$ cat src/rtl/char_phase_decoder_if.sv
// Pad-side link signals and decoded outputs of the phase-encoded 4x4 character receiver.
interface char_phase_decoder_if;
  logic        ref_in;
  logic [15:0] pix_in;
  logic [15:0] frame_pattern;
  logic        frame_stb;
  logic        frame_err;
  logic [1:0]  char_code;
  logic        char_known;
  logic        char_valid;
  logic        ref_lost;

  modport master (
    output ref_in, pix_in,
    input  frame_pattern, frame_stb, frame_err, char_code, char_known, char_valid, ref_lost
  );

  modport slave (
    input  ref_in, pix_in,
    output frame_pattern, frame_stb, frame_err, char_code, char_known, char_valid, ref_lost
  );
endinterface

$ cat src/rtl/char_phase_decoder.sv
// Samples each pixel in both reference phases, rebuilds the 16-bit frame, classifies it
// as A/J/N/X and locks after a run of identical good frames; flags reference loss.
module char_phase_decoder #(
  parameter int unsigned SAMPLE_DLY = 4,
  parameter int unsigned STABLE_CNT = 3,
  parameter int unsigned TIMEOUT_W  = 21
) (
  input  logic                 clk,
  input  logic                 rst,
  char_phase_decoder_if.slave  bus
);

  localparam int unsigned DlyW = $clog2(SAMPLE_DLY + 1);
  localparam int unsigned StW  = $clog2(STABLE_CNT + 1);

  localparam logic [DlyW-1:0]      DlyLoad   = DlyW'(SAMPLE_DLY - 1);
  localparam logic [StW-1:0]       StableMax = StW'(STABLE_CNT);
  localparam logic [StW-1:0]       StableOne = StW'(1);
  localparam logic [TIMEOUT_W-1:0] TmoMax    = '1;
  localparam logic [TIMEOUT_W-1:0] TmoLast   = TmoMax - TIMEOUT_W'(1);

  typedef enum logic [2:0] {StIdle, StDlyH, StWaitFall, StDlyL, StEval} state_e;

  state_e               state_q;
  logic                 ref_s1_q, ref_s2_q, ref_prev_q;
  logic [15:0]          pix_s1_q, pix_s2_q;
  logic [DlyW-1:0]      dly_q;
  logic [15:0]          h_q, l_q;
  logic [TIMEOUT_W-1:0] tmo_q;
  logic [StW-1:0]       stable_q;
  logic                 prev_ok_q;
  logic [15:0]          frame_pattern_q;
  logic                 frame_stb_q, frame_err_q;
  logic [1:0]           char_code_q;
  logic                 char_known_q, char_valid_q, ref_lost_q;

  logic           rise, fall, frame_good, frame_bad;
  logic [StW-1:0] stable_nxt;
  logic [1:0]     code_nxt;
  logic           known_nxt;

  assign rise = ref_s2_q & ~ref_prev_q;
  assign fall = ~ref_s2_q & ref_prev_q;

  // Premature edges abort the frame; in EVAL a pixel with H==L is stuck.
  assign frame_good = (state_q == StEval) && (&(h_q ^ l_q));
  assign frame_bad  = ((state_q == StDlyH) && fall) || ((state_q == StDlyL) && rise) ||
                      ((state_q == StEval) && !(&(h_q ^ l_q)));

  always_comb begin
    stable_nxt = StableOne;
    if (prev_ok_q && (h_q == frame_pattern_q)) begin
      stable_nxt = (stable_q == StableMax) ? StableMax : stable_q + StW'(1);
    end
  end

  always_comb begin
    known_nxt = 1'b1;
    code_nxt  = 2'b00;
    case (h_q)
      16'h9F8F: code_nxt = 2'b00;
      16'h6998: code_nxt = 2'b01;
      16'h9DA9: code_nxt = 2'b10;
      16'h9679: code_nxt = 2'b11;
      default:  known_nxt = 1'b0;
    endcase
  end

  always_ff @(posedge clk or posedge rst) begin
    if (rst) begin
      state_q         <= StIdle;
      ref_s1_q        <= 1'b0;
      ref_s2_q        <= 1'b0;
      ref_prev_q      <= 1'b0;
      pix_s1_q        <= '0;
      pix_s2_q        <= '0;
      dly_q           <= '0;
      h_q             <= '0;
      l_q             <= '0;
      tmo_q           <= '0;
      stable_q        <= '0;
      prev_ok_q       <= 1'b0;
      frame_pattern_q <= '0;
      frame_stb_q     <= 1'b0;
      frame_err_q     <= 1'b0;
      char_code_q     <= 2'b00;
      char_known_q    <= 1'b0;
      char_valid_q    <= 1'b0;
      ref_lost_q      <= 1'b0;
    end else begin
      ref_s1_q    <= bus.ref_in;
      ref_s2_q    <= ref_s1_q;
      ref_prev_q  <= ref_s2_q;
      pix_s1_q    <= bus.pix_in;
      pix_s2_q    <= pix_s1_q;
      frame_stb_q <= 1'b0;
      frame_err_q <= 1'b0;

      if (rise) begin
        tmo_q      <= '0;
        ref_lost_q <= 1'b0;
      end else if (tmo_q != TmoMax) begin
        tmo_q <= tmo_q + TIMEOUT_W'(1);
      end

      // Counter saturates at TmoMax, so the loss event fires once per outage.
      if (!rise && (tmo_q == TmoLast)) begin
        ref_lost_q   <= 1'b1;
        char_valid_q <= 1'b0;
        stable_q     <= '0;
        state_q      <= StIdle;
      end else begin
        unique case (state_q)
          StIdle: begin
            if (rise) begin
              state_q <= StDlyH;
              dly_q   <= DlyLoad;
            end
          end
          StDlyH: begin
            if (fall) begin
              state_q <= StIdle;
            end else if (dly_q == '0) begin
              h_q     <= pix_s2_q;
              state_q <= StWaitFall;
            end else begin
              dly_q <= dly_q - DlyW'(1);
            end
          end
          StWaitFall: begin
            if (fall) begin
              state_q <= StDlyL;
              dly_q   <= DlyLoad;
            end
          end
          StDlyL: begin
            if (rise) begin
              state_q <= StIdle;
            end else if (dly_q == '0) begin
              l_q     <= pix_s2_q;
              state_q <= StEval;
            end else begin
              dly_q <= dly_q - DlyW'(1);
            end
          end
          StEval:  state_q <= StIdle;
          default: state_q <= StIdle;
        endcase

        if (frame_bad) begin
          frame_err_q  <= 1'b1;
          stable_q     <= '0;
          char_valid_q <= 1'b0;
          prev_ok_q    <= 1'b0;
        end else if (frame_good) begin
          frame_pattern_q <= h_q;
          frame_stb_q     <= 1'b1;
          prev_ok_q       <= 1'b1;
          stable_q        <= stable_nxt;
          if (stable_nxt == StableMax) begin
            char_valid_q <= 1'b1;
            char_code_q  <= code_nxt;
            char_known_q <= known_nxt;
          end else begin
            char_valid_q <= 1'b0;
          end
        end
      end
    end
  end

  assign bus.frame_pattern = frame_pattern_q;
  assign bus.frame_stb     = frame_stb_q;
  assign bus.frame_err     = frame_err_q;
  assign bus.char_code     = char_code_q;
  assign bus.char_known    = char_known_q;
  assign bus.char_valid    = char_valid_q;
  assign bus.ref_lost      = ref_lost_q;

endmodule
$ cat src/flat_wrapper.sv
// flat-port wrapper written by rule: the top's interface ports become plain ports
module char_phase_decoder_flat 
#(
  parameter int unsigned SAMPLE_DLY = 4,
  parameter int unsigned STABLE_CNT = 3,
  parameter int unsigned TIMEOUT_W  = 21
)
  (clk, rst, bus_ref_in, bus_pix_in, bus_frame_pattern, bus_frame_stb, bus_frame_err, bus_char_code, bus_char_known, bus_char_valid, bus_ref_lost);
  char_phase_decoder_if bus_i ();
  input  logic clk;
  input  logic rst;
  input wire logic [$bits(bus_i.ref_in)-1:0] bus_ref_in;
  input wire logic [$bits(bus_i.pix_in)-1:0] bus_pix_in;
  output wire logic [$bits(bus_i.frame_pattern)-1:0] bus_frame_pattern;
  output wire logic [$bits(bus_i.frame_stb)-1:0] bus_frame_stb;
  output wire logic [$bits(bus_i.frame_err)-1:0] bus_frame_err;
  output wire logic [$bits(bus_i.char_code)-1:0] bus_char_code;
  output wire logic [$bits(bus_i.char_known)-1:0] bus_char_known;
  output wire logic [$bits(bus_i.char_valid)-1:0] bus_char_valid;
  output wire logic [$bits(bus_i.ref_lost)-1:0] bus_ref_lost;
  assign bus_i.ref_in = bus_ref_in;
  assign bus_i.pix_in = bus_pix_in;
  assign bus_frame_pattern = bus_i.frame_pattern;
  assign bus_frame_stb = bus_i.frame_stb;
  assign bus_frame_err = bus_i.frame_err;
  assign bus_char_code = bus_i.char_code;
  assign bus_char_known = bus_i.char_known;
  assign bus_char_valid = bus_i.char_valid;
  assign bus_ref_lost = bus_i.ref_lost;
  char_phase_decoder #(.SAMPLE_DLY(SAMPLE_DLY), .STABLE_CNT(STABLE_CNT), .TIMEOUT_W(TIMEOUT_W)) u_core (.clk(clk), .rst(rst), .bus(bus_i));
endmodule
$ cat config.mk
export PLATFORM = sky130hd
export DESIGN_NAME = char_phase_decoder_flat
export DESIGN_NICKNAME = d
export VERILOG_FILES = /design/src/rtl/char_phase_decoder_if.sv /design/src/rtl/char_phase_decoder.sv /design/src/flat_wrapper.sv
export SDC_FILE = /design/constraint.sdc
export NUM_CORES = 1
export LEC_CHECK = 0
export BUFFER_PORTS_ARGS = -buffer_cell sky130_fd_sc_hd__buf_2
export CAP_MARGIN = 10
export CORE_MARGIN = 8
export CORE_UTILIZATION = 40
export CTS_CLUSTER_DIAMETER = 30
export DETAILED_ROUTE_END_ITERATION = 7
export PLACE_DENSITY_LB_ADDON = 0.1
export SKIP_LAST_GASP = 1
export SYNTH_ARGS = -nofsm -noshare
export SYNTH_HDL_FRONTEND = slang
export SYNTH_SLANG_ARGS = --single-unit
$ cat constraint.sdc
create_clock -name clk -period 3.65 [get_ports clk]
set_clock_uncertainty 0.2 [all_clocks]
set_input_delay 0.5475 -clock clk [delete_from_list [all_inputs] [get_ports clk]]
set_output_delay 0.5475 -clock clk [all_outputs]
set_load 0.05 [all_outputs]
# After elaboration in Yosys (flattened, before gate mapping)
# Index checks and enable logic that the tools add are counted.
# op_classes
addsub	3
n_eq_ne	21
muxes	35
n_bitwise	9
n_reduce_logical	26
# op_table
op	count
equality test 16 bit, second input constant	3
2-to-1 mux 21 bit	2
2-to-1 mux 3 bit	11
one-hot mux 3 bit (4 select lines)	2
adder 21 x 1 -> 21 bit, second input constant	1
equality test 21 bit, second input constant	1
!= test 21 bit, second input constant	1
equality test 16 x 15 -> 1 bit, second input constant	1
equality test 16 bit	1
AND reduction 16 bit	1
AND reduction 4 bit	4
XOR 16 bit	1
2-to-1 mux 1 bit	14
2-to-1 mux 2 bit	5
!= test 4 x 3 -> 1 bit, second input constant	2
equality test 3 x 2 -> 1 bit, second input constant	2
logical AND 1 bit	6
zero test 3 bit	2
!= test 3 x 1 -> 1 bit, second input constant	2
NOT 1 bit	6
one-hot mux 2 bit (3 select lines)	1
AND reduction 6 bit	1
nonzero test 2 bit	3
equality test 2 bit, second input constant	2
14 further kinds	19
# word_totals
regBits	120
in_bits	19

# Longest topological paths before layout
# Gate-level depths: netlist of the first run.
# depth
ltp_word	8
ltp_mapped	8
ltp_nobuf	7

# Worst setup path after synthesis of the first run
# No wires, ideal clock.
# synth_timing
path_kind	reg2reg
start	register u_core.tmo_q[9]
end	register u_core.h_q[4]
arrival_ps	1969
t_required_ps	3322
path_slack_ps	1354
path_stages_with_launch	7
period_less_slack_ps	2296
path_cell_list	dfrtp_1 nand4_2 nor4_4 a41oi_1 o21ai_4 buf_6 mux2_1
# synth_between
elab_chain_cells	4
# synth_rtl
item	line	source
from (decl)	char_phase_decoder.sv:29	logic [TIMEOUT_W-1:0] tmo_q;
from (signal assigned)	char_phase_decoder.sv:103	tmo_q <= tmo_q + TIMEOUT_W'(1);
equality test 21 bit	char_phase_decoder.sv:107	if (!rise && (tmo_q == TmoLast)) begin
logical AND 1 bit	char_phase_decoder.sv:107	
NOT 1 bit (no line)	-	
AND reduction 4 bit (no line)	-	
to (signal assigned)	char_phase_decoder.sv:124	h_q <= pix_s2_q;
to (decl)	char_phase_decoder.sv:28	logic [15:0] h_q, l_q;
# Every way passes these cells.
# A chain may end at the register's enable or synchronous reset.

# Final worst setup path of the first run
# layout_timing
start	register u_core.tmo_q[3]
end	register u_core.l_q[12]
# layout_between
elab_chain_cells	4
# layout_rtl
item	line	source
equality test 21 bit	char_phase_decoder.sv:107	
logical AND 1 bit	char_phase_decoder.sv:107	
NOT 1 bit (no line)	-	
AND reduction 4 bit (no line)	-	
to (signal assigned)	char_phase_decoder.sv:140	l_q <= pix_s2_q;
to (decl)	char_phase_decoder.sv:28	
# Every way passes these cells.

==> results.md, run 1 <==
- Maxcap violations: 0
- Via count of the routed design: 3223
- #FFs+latches synth: 120
- Netlist cell types: 52
- Crit. End Element: register
- Die H: 129 um
- Crit-path max FO: 17
- First-pass GRT wire length: 17.5 mm
- Die area: around 17000 sq um
- CP arrival: between 2000 and 3000 ps
- WL/cell: 15.6 um
- Seq/Total Area, Yosys: about three fifths
- Std cell rows: 41
- Kind of cell adding the most delay to the critical path: simple AND/OR/NAND/NOR gates
- Power per cell area: 696 nW/um^2
- CP Launch Type: register
- H-tree depth: 4
- VDD IR max: 0.302 mV
- RSZ-0062 raised after global routing: no
- I/O Buffers: 41
- Buffers and inverters on the worst path: 0
- Post-synth top area share: between 50% and 60%
- FF+latch area: 3000 sq um
- Clock Tree Buf Depth: 2
- Fin crit period: 2650 ps
- Leakage power: 2.92 nW
- Final-layout fill cell count: 1156
- Die width: 129 um
- CTS tree: yes
- Largest cells by area after synthesis: dfrtp_1 59%, mux2_2 6.2%, mux2_1 5.5%
- Status: finished clean
- Asr flop ratio synth: 100%
- Core Region: 12500 sq um
- Syn Std Cell Area: 5090 sq um
- TNS Setup: 0 ps
- DRT iter0 DRCs: about 230
- Clock sinks: 120
- CP max stage cell: nor2_2
- CTS resizes: 0
- Max-slew violations: 0
- EDFF count, synth: 0
- Worst slew pin tran: 966 ps
- Final hold violations: 0
- Fin crit share: 72.6%
- Grt ovf: 0
- Pre-CTS WS: 988 ps
- Hold Buf Count CTS: 0
- HPWL after DPL: 6.78 mm
- WL final: 10.0 mm
- Main synth FF type: dfrtp_1
- I/O pins: between 40 and 50
- Root buf cell: clkbuf_16
- Hold Crit Class: input port to register
- Clk Latency, worst-skew pair: between 400 and 500 ps
- Initial antenna violation count: 0
- Via density: 5.03
- Nets: ~480
- Syn_nets: 430
- Final WS setup: 1000 ps
- Setup bufs post-CTS: 0
- Slowest stage delay, CP: 750 ps
- Crit path kind: register to register
- Area occupied by multi-input gates: 1980 sq um
- Synthesis Warnings: 0
- Critical path required time: around 3700 ps
- CTS buffer count: 17
- Share of cells above drive strength 1: between 20% and 30%
- Crit path cell chain: and4_1, and2_0, and3_1, nor2_2, mux2_2
- Synth Instances: between 400 and 500
- Final ANT Viol Nets: 0
- Largest net degree at the start of global routing: 121
- Clock-pin slew on the worst setup and hold paths: 60 ps
- GPL Wtd Cong: roughly 0.76
- Relative slew slack: between 30% and 40%
- Area grow syn2layout: 21.2%
- Peak Freq: 0.377 GHz
- Vias in the first global route: 3276
- Largest area contributor in the netlist: dfrtp_1
- Syn_area_per_cell: 12.5 sq um
- N_diodes: 0
- Gr usage total: 13.8%
- Initial Util: 40.6%
- # DRC: 0
- First drt pass iteration count: 4
- # setup viols final: 0
-- worst reg2reg max path: stages (launching register included) --
cell and delay (ps):
dfrtp_1 430, and4_1 250, and2_0 240, and3_1 240
nor2_2 750, mux2_2 430
-- Yosys cell counts, types with 3 or more instances --
cell type	count
nor4_1	3
mux2_1	25
mux2_2	28
dfrtp_1	120
o21ai_0	13
xor2_1	20
nand4b_1	3
nand3_1	12
a211oi_1	4
ha_1	4
a21oi_1	11
and4_1	3
nand2_1	19
clkbuf_1	7
a31oi_1	3
nor3_1	9
nor2_1	23
buf_2	4
o211ai_1	3
inv_1	10
xnor2_1	22
nand4_1	14
and3_1	4
nand2b_1	3
or3_1	7
-- registers in the layout, indices dropped and copies added, names as in the netlist --
name                      cells
u_core.l_q                   16
u_core.state_q                3
u_core.pix_s2_q              16
u_core.bus.ref_lost           1
u_core.stable_q               2
u_core.dly_q                  3
u_core.ref_prev_q             1
u_core.ref_s2_q               1
u_core.bus.char_code          2
u_core.prev_ok_q              1
u_core.bus.frame_pattern     16
u_core.bus.char_known         1
u_core.pix_s1_q              16
u_core.bus.char_valid         1
u_core.tmo_q                 21
u_core.ref_s1_q               1
u_core.h_q                   16
u_core.bus.frame_err          1
u_core.bus.frame_stb          1
-- per-stage QoR --
| stage | utilization, % | cell area [sq um] | cells | hold WS [ps] | power [mW] |
|---|---|---|---|---|---|
| final | 49.3 | 6160 | 641 | 39.1 | 4.29 |
| after global routing | 49.3 | 6160 | 641 | 18.0 | 4.53 |
| after CTS | 49.3 | 6160 | 641 | 13.1 | 4.36 |
| after detailed placement | 43.8 | 5480 | 609 | 135 | 2.41 |
| after global placement | 43.8 | 5480 | 609 | 132 | 2.40 |
| after floorplan | - | 5090 | 407 | 131 | 2.22 |
-- cell usage in the layout, fill, tap and decap left out, types with 4 or more instances in the layout --
cell,count
o21ai_0,13
nor2_1,23
a211oi_1,4
nand3_1,12
dfrtp_1,120
ha_1,4
a21oi_1,11
inv_1,9
mux2_1,25
nand4_1,14
bufinv_16,6
buf_2,41
xnor2_1,22
clkbuf_16,17
nor3_1,9
and3_1,4
mux2_2,28
xor2_1,20
or3_1,7
nand2_1,19
-- cell type report --
type | instances | area share [%]
tap | 172 | 3.49
clock inverter | 11 | 3.53
multi-input combinational | 263 | 32.1
timing repair buffer | 44 | 3.90
clock buffer | 21 | 7.63
inverter | 10 | 0.670
sequential | 120 | 48.7
-- routing by layer --
layer  GRT usage, %  routed length (um)  share of wire, %  up-vias
met3           4.14                 473               4.7       19
li1               -                   -                 -     1549
met5              0                   0                 0        -
met4           7.05                 216               2.2        0
met2           18.7                4250                42       59
met1           19.3                5070                51     1596
-- power breakdown --
part | total, mW | leakage (nW) | switching (mW) | internal [mW]
Combinational | 0.568 | 1.03 | 0.271 | 0.298
Clock | 1.92 | 0.329 | 0.582 | 1.33
Sequential | 1.81 | 1.55 | 0.283 | 1.52
-- cell families (layout without fill, tap and decap cells) --
logic type / count (synthesis) / in the layout / share of synthesized area [%]
xor+xnor: 42 / 42 / 7.23
fa+ha+maj: 4 / 4 / 0.984
compound gates: 44 / 44 / 5.58
simple gates: 118 / 118 / 12.9
buf+inv: 24 / 86 / 2.12
flops: 120 / 120 / 59.0
mux: 55 / 55 / 12.1
-- final timing paths --
path,startpoint,endpoint,slack [ps],cells past startpoint
worst max-delay path,u_core.tmo_q[3]$_DFFE_PP0P_,u_core.l_q[12]$_DFFE_PP0P_,1000,5
worst min-delay path,bus_pix_in[11],u_core.pix_s1_q[11]$_DFF_PP0_,40,1
worst max register to register,u_core.tmo_q[3]$_DFFE_PP0P_,u_core.l_q[12]$_DFFE_PP0P_,1000,5
worst min register to register,u_core.pix_s1_q[12]$_DFF_PP0_,u_core.pix_s2_q[12]$_DFF_PP0_,140,0
max in group asynchronous,rst,u_core.l_q[12]$_DFFE_PP0P_,2640,3
min in group asynchronous,rst,u_core.pix_s1_q[15]$_DFF_PP0_,70,3
(Power assumes the default switching activity.)
==> run 2, diff against run 1 <==
Clock period 3.65 ns to 2.5 ns, I/O delays scaled along.
==> run 2 against run 1 <==
Against the previous run:
- routed wire length rose by 2.0%
- utilization rose by 2.6 points
- largest cell class unchanged
- highest routed layer unchanged
- via count rose by 4.7%
- fmax rose by 15%
- non-clock buffer count rose by 40
==> results.md, run 2 (synthesized netlist as in run 1, its figures left out) <==
- N_diodes: 0 (unchanged)
- Maxcap violations: 0 (unchanged)
- Crit-path max FO: 12 (was 17)
- RSZ-0062 raised after global routing: no (unchanged)
- First-pass GRT wire length: 17.3 mm (was 17.5 mm)
- CP Launch Type: register (unchanged)
- Slowest stage delay, CP: 510 ps (was 750 ps)
- Die area: 16600 sq um (unchanged)
- Leakage power: 3.09 nW (was 2.92 nW)
- Std cell rows: 41 (unchanged)
- Clock-pin slew on the worst setup and hold paths: 50 ps (was 60 ps)
- Internal power: 4.41 mW (was 3.16 mW)
- Crit path cell chain: and4_1, and3_1, a211o_1, or4_1, a21oi_1 (was and4_1, and2_0, and3_1, nor2_2, mux2_2)
- Relative slew slack: 60.7% (was 35.5%)
- Hold Crit Class: register to register (was input port to register)
- Share of cells above drive strength 1: 26.1% (was 23.7%)
- Initial Util: 40.6% (unchanged)
- Gr usage total: 13.7% (was 13.8%)
- Die H: 129 um (unchanged)
- CTS tree: yes (unchanged)
- I/O Buffers: 41 (unchanged)
- CTS buffer count: 17 (unchanged)
- Area grow syn2layout: 27.6% (was 21.2%)
- Final ANT Viol Nets: 0 (unchanged)
- Logic gate share of total power: 17.5% (was 13.2%)
- Critical path required time: 2630 ps (was 3740 ps)
- Root buf cell: clkbuf_16 (unchanged)
- WL final: 10.2 mm (was 10.0 mm)
- Largest register by flop count: u_core.tmo_q (unchanged)
- Most frequent cells in the layout: 120 x dfrtp_1, 41 x buf_2, 28 x mux2_2, 25 x mux2_1, 23 x nor2_1 (unchanged)
- Fin crit period: 2310 ps (was 2650 ps)
- GPL Wtd Cong: 0.768 (was 0.759)
- Hold slack: 145 ps (was 39.1 ps)
- Via count of the routed design: 3376 (was 3223)
- Most common cell after layout, fill and taps aside: dfrtp_1 (unchanged)
- # DRC: 0 (unchanged)
- Clk network pwr share: 40.7% (was 44.7%)
- Die width: 129 um (unchanged)
- Grt ovf: 0 (unchanged)
- Initial antenna violation count: 0 (unchanged)
- Power per cell area: 939 nW/um^2 (was 696 nW/um^2)
- CP arrival: 2450 ps (was 2740 ps)
- TNS Setup: 0 ps (unchanged)
- CP max stage cell: or4_1 (was nor2_2)
- Largest register FFs: 21 (unchanged)
- WL/cell: 15.0 um (was 15.6 um)
- # setup viols final: 0 (unchanged)
- Largest net degree at the start of global routing: 36 (was 121)
- Worst slew pin tran: 589 ps (was 966 ps)
- H-tree depth: 4 (unchanged)
- Final hold violations: 0 (unchanged)
- First drt pass iteration count: 5 (was 4)
- Final core utilization: 51.9% (was 49.3%)
- VDD IR max: 0.461 mV (was 0.302 mV)
- Status: finished clean (unchanged)
- Core Region: 12500 sq um (unchanged)
- DRT iter0 DRCs: 156 (was 226)
- Seq pwr share: 41.7% (was 42.1%)
- Clock sinks: 120 (unchanged)
- Final-layout fill cell count: 1129 (was 1156)
- I/O pins: 42 (unchanged)
- Switch share: 27.6% (was 26.5%)
- HPWL after DPL: 7.17 mm (was 6.78 mm)
- Net Sw Power: 1.68 mW (was 1.14 mW)
- Clock Tree Buf Depth: 2 (unchanged)
- Vias in the first global route: 3462 (was 3276)
- Crit. End Element: register (unchanged)
- Fin crit share: 92.5% (was 72.6%)
- Nets: 519 (was 479)
- CTS resizes: 0 (unchanged)
- Max-slew violations: 0 (unchanged)
- Via density: 4.96 (was 5.03)
- Peak Freq: 0.432 GHz (was 0.377 GHz)
- Crit path kind: register to register (unchanged)
- Clk Latency, worst-skew pair: 410 ps (about the same)
-- run 2: per-layer routing --
| metal | vias up | track usage (%) | wire, um |
|---|---|---|---|
| li1 | 1640 | - | - |
| met5 | - | 0 | 0 |
| met2 | 59 | 19.7 | 4520 |
| met4 | 0 | 7.05 | 231 |
| met1 | 1662 | 18.1 | 5020 |
| met3 | 15 | 4.30 | 441 |
-- run 2: area by class of cell --
type | count | area [sq um] | share of cell area (%)
multi-input cells | 263 | 1980 | 30.5
well taps | 172 | 215 | 3.32
clock inverters | 12 | 150 | 2.31
repair buffers | 84 | 648 | 9.98
inverters | 10 | 41.3 | 0.636
clock buffers | 20 | 457 | 7.04
flip-flops and latches | 120 | 3000 | 46.3
-- run 2: worst max-delay path: cells and delay by family (launching register included) --
kind | cells | cell delay (ps)
flops | 1 | 450
compound gates | 2 | 580
simple gates | 3 | 1000
-- run 2: metrics by stage --
stage / instances / instance area [sq um] / power (mW) / worst slack (ps)
after floorplan: 407 / 5090 / 3.24 / 204
after global placement: 630 / 5700 / 3.62 / 186
after detailed placement: 630 / 5700 / 3.64 / 107
after CTS: 680 / 6480 / 6.17 / 94.0
after global routing: 681 / 6490 / 6.42 / 52.9
final: 681 / 6490 / 6.09 / 187
-- run 2: power groups by stage --
stage / combinational [mW] / sequential, mW / clock (mW)
3_5_place_dp: 1.06 / 2.58 / 0
5_1_grt: 1.20 / 2.59 / 2.63
4_1_cts: 1.09 / 2.55 / 2.54
3_3_place_gp: 1.04 / 2.57 / 0
2_1_floorplan: 0.768 / 2.47 / 0
6_report: 1.07 / 2.54 / 2.48
-- run 2: worst paths after layout --
path	start	end	slack [ps]	cells after the start
hold reg to reg	u_core.pix_s1_q[14]$_DFF_PP0_	u_core.pix_s2_q[14]$_DFF_PP0_	150	0
hold / removal	u_core.pix_s1_q[14]$_DFF_PP0_	u_core.pix_s2_q[14]$_DFF_PP0_	150	0
setup / recovery	u_core.tmo_q[3]$_DFFE_PP0P_	u_core.tmo_q[19]$_DFFE_PP0P_	190	5
max in group asynchronous	rst	u_core.bus.frame_pattern[4]$_DFFE_PP0P_	1150	4
min in group asynchronous	rst	u_core.pix_s1_q[11]$_DFF_PP0_	380	3
setup reg to reg	u_core.tmo_q[3]$_DFFE_PP0P_	u_core.tmo_q[19]$_DFFE_PP0P_	190	5
-- run 2: what timing repair did --
| action | CTS | global route |
|---|---|---|
| setup buffers | 0 | 1 |
| setup endpoints to repair | 0 | 34 |
| hold buffers | 18 | 0 |
| endpoints found under the hold margin | 38 | 0 |
==> run 3, diff against run 2 <==
Settings changed: MAX_ROUTING_LAYER from default to met4, PLACE_DENSITY_LB_ADDON 0.1 to default.
==> run 3 against run 2 <==
Against the previous run:
- worst hold slack hardly changed
- design area is 0.96% lower
- sequential power hardly changed
- utilization is 0.50 points lower
- first-iteration DRC count is 13% higher
- routed wire length is 0.45% lower
- highest routed layer unchanged
- count of clock-buffer cells in the layout is 3 higher
- sequential cell count stayed put
- fmax is 0.31% lower
- cell count is 0.88% lower
==> results.md, run 3 (synthesized netlist as in run 1, its figures left out) <==
- TNS Setup: 0 ps (unchanged)
- I/O Buffers: 41 (unchanged)
- Initial Util: 40.6% (unchanged)
- # setup viols final: 0 (unchanged)
- Std cell rows: 41 (unchanged)
- HPWL after DPL: 6.96 mm (was 7.17 mm)
- Largest net degree at the start of global routing: 86 (was 36)
- Final-layout fill cell count: 1113 (was 1129)
- Via density: 4.99 (was 4.96)
- Peak Freq: 0.431 GHz (was 0.432 GHz)
- CP Launch Type: register (unchanged)
- CP Launch Point: u_core.tmo_q[9]$_DFFE_PP0P_ (was u_core.tmo_q[3]$_DFFE_PP0P_)
- Area grow syn2layout: 26.4% (was 27.6%)
- Clock Tree Buf Depth: 2 (unchanged)
- I/O pins: 42 (unchanged)
- Finished layout cell area: 6430 sq um (was 6490 sq um)
- Final Non-Filler Cells: 675 (was 681)
- Placed instance area: 5610 sq um (was 5700 sq um)
- Hold Crit Class: register to register (unchanged)
- Vias in the first global route: 3420 (was 3462)
- CTS buffer count: 17 (unchanged)
- Pre-CTS WS: 117 ps (was 107 ps)
- Crit. End Element: register (unchanged)
- Clock sinks: 120 (unchanged)
- Largest register by flop count: u_core.tmo_q (unchanged)
- First-pass GRT wire length: 17.2 mm (was 17.3 mm)
- Final hold violations: 0 (unchanged)
- Clk Latency, worst-skew pair: 410 ps (about the same)
- Crit-path max FO: 16 (was 12)
- Worst Hold Launch: u_core.pix_s1_q[8]$_DFF_PP0_ (was u_core.pix_s1_q[14]$_DFF_PP0_)
- Via count of the routed design: 3370 (was 3376)
- Nets: 513 (was 519)
- Grt ovf: 0 (unchanged)
- Maxcap violations: 0 (unchanged)
- Final ANT Viol Nets: 0 (unchanged)
- WL final: 10.2 mm (about the same)
- Largest register FFs: 21 (unchanged)
- DRT iter0 DRCs: 177 (was 156)
- R2R Path Start: u_core.tmo_q[9]$_DFFE_PP0P_ (was u_core.tmo_q[3]$_DFFE_PP0P_)
- Critical path required time: 2590 ps (was 2630 ps)
- Met1 wire length: 4.87 mm (was 5.02 mm)
- Power per cell area: 941 nW/um^2 (was 939 nW/um^2)
- Crit path cell chain: nand4_2, nor4_4, buf_4, a41oi_2, o21ai_4, buf_12, mux2_2 (was and4_1, and3_1, a211o_1, or4_1, a21oi_1)
- Root buf cell: clkbuf_16 (unchanged)
- Fin crit share: 92.8% (was 92.5%)
- H-tree depth: 4 (unchanged)
- Die area: 16600 sq um (unchanged)
- Status: finished clean (unchanged)
- Share of cells above drive strength 1: 25.8% (was 26.1%)
- Fin crit period: 2320 ps (was 2310 ps)
- GPL Wtd Cong: 0.805 (was 0.768)
- Buffers and inverters on the worst path: 2 (was 0)
- CP arrival: 2410 ps (was 2450 ps)
- Initial antenna violation count: 0 (unchanged)
- Wire length on met2: 4.70 mm (was 4.52 mm)
- Gr usage total: 13.9% (was 13.7%)
- Die width: 129 um (unchanged)
- FF+latch area: 3000 sq um (about the same)
- First drt pass iteration count: 5 (unchanged)
- Most common cell after layout, fill and taps aside: dfrtp_1 (unchanged)
- WL/cell: 15.1 um (was 15.0 um)
- Relative slew slack: 64.4% (was 60.7%)
- Area occupied by multi-input gates: 1990 sq um (was 1980 sq um)
- Placed insts: 624 (was 630)
- Met3 WL: 405 um (was 441 um)
- Kind of cell adding the most delay to the critical path: simple AND/OR/NAND/NOR gates (unchanged)
- Max-slew violations: 0 (unchanged)
- Clock-pin slew on the worst setup and hold paths: 50 ps (about the same)
- Leakage power: 3.04 nW (was 3.09 nW)
- Die H: 129 um (unchanged)
- CTS tree: yes (unchanged)
- Worst slew pin tran: 529 ps (was 589 ps)
- RSZ-0062 raised after global routing: no (unchanged)
- Most frequent cells in the layout: 119 x dfrtp_1, 41 x buf_2, 28 x mux2_2, 25 x mux2_1, 23 x nor2_1 (was 120 x dfrtp_1, 41 x buf_2, 28 x mux2_2, 25 x mux2_1, 23 x nor2_1)
- Top routing layer used: met4 (unchanged)
- Final WS setup: 180 ps (was 187 ps)
- CP max stage cell: dfrtp_1 (was or4_1)
- # DRC: 0 (unchanged)
- VDD IR max: 0.466 mV (was 0.461 mV)
- Crit path kind: register to register (unchanged)
- Core Region: 12500 sq um (unchanged)
- Hold slack: 145 ps (about the same)
- Slowest stage delay, CP: 410 ps (was 510 ps)
- N_diodes: 0 (unchanged)
## run 3: cell types whose count changed in the layout (fill, tap and decap cells not counted), sizes merged
cell	delta
bufinv	-1
buf	-6
inv	+1
clkinv	-3
clkbuf	+3
## run 3: path summary, 6_finish.rpt
path	endpoint	slack [ps]	depth (start not counted)
worst max-delay path	u_core.h_q[9]$_DFFE_PP0P_	180	7
worst min-delay path	u_core.pix_s2_q[8]$_DFF_PP0_	150	0
worst max register to register	u_core.h_q[9]$_DFFE_PP0P_	180	7
worst min register to register	u_core.pix_s2_q[8]$_DFF_PP0_	150	0
max in group asynchronous	u_core.tmo_q[8]$_DFFE_PP0P_	1280	4
min in group asynchronous	u_core.tmo_q[10]$_DFFE_PP0P_	440	4
## run 3: layer usage
metal	global-route usage, %	vias to the layer above
met5	-	-
met4	6.84	0
met3	3.97	15
met2	20.6	63
met1	17.2	1675
li1	-	1617
## run 3: layout make-up
class | instances | area share (%)
clock buffers | 23 | 7.75
clock inverters | 9 | 1.77
inverters | 10 | 0.642
multi-input cells | 263 | 31.0
flip-flops and latches | 120 | 46.7
well taps | 172 | 3.35
repair buffers | 78 | 8.80
## run 3: report_power, final
part | leakage [nW] | switching [mW] | internal [mW] | total [mW]
logic | 1.20 | 0.495 | 0.555 | 1.05
registers | 1.55 | 0.319 | 2.23 | 2.54
clock network | 0.292 | 0.853 | 1.60 | 2.46
total | 3.04 | 1.67 | 4.38 | 6.05
## run 3: per-stage QoR
step / utilization, % / total power [mW]
6_report: 51.4 / 6.05
5_1_grt: 51.4 / 6.38
3_3_place_gp: 44.9 / 3.58
3_5_place_dp: 44.9 / 3.61
4_1_cts: 51.2 / 6.11
2_1_floorplan: - / 3.24
## run 3: worst reg2reg max path: stages (launching register included)
cell	delay, ps
dfrtp_1	410
nand4_2	200
nor4_4	320
buf_4	190
a41oi_2	160
o21ai_4	200
buf_12	180
mux2_2	350
## run 3: what timing repair did
action | CTS | global route
hold endpoints to repair | 137 | 0
gates resized for setup | 0 | 3
buffers inserted | 0 | 1
hold buffers | 18 | 0
endpoints found under the setup margin | 0 | 21
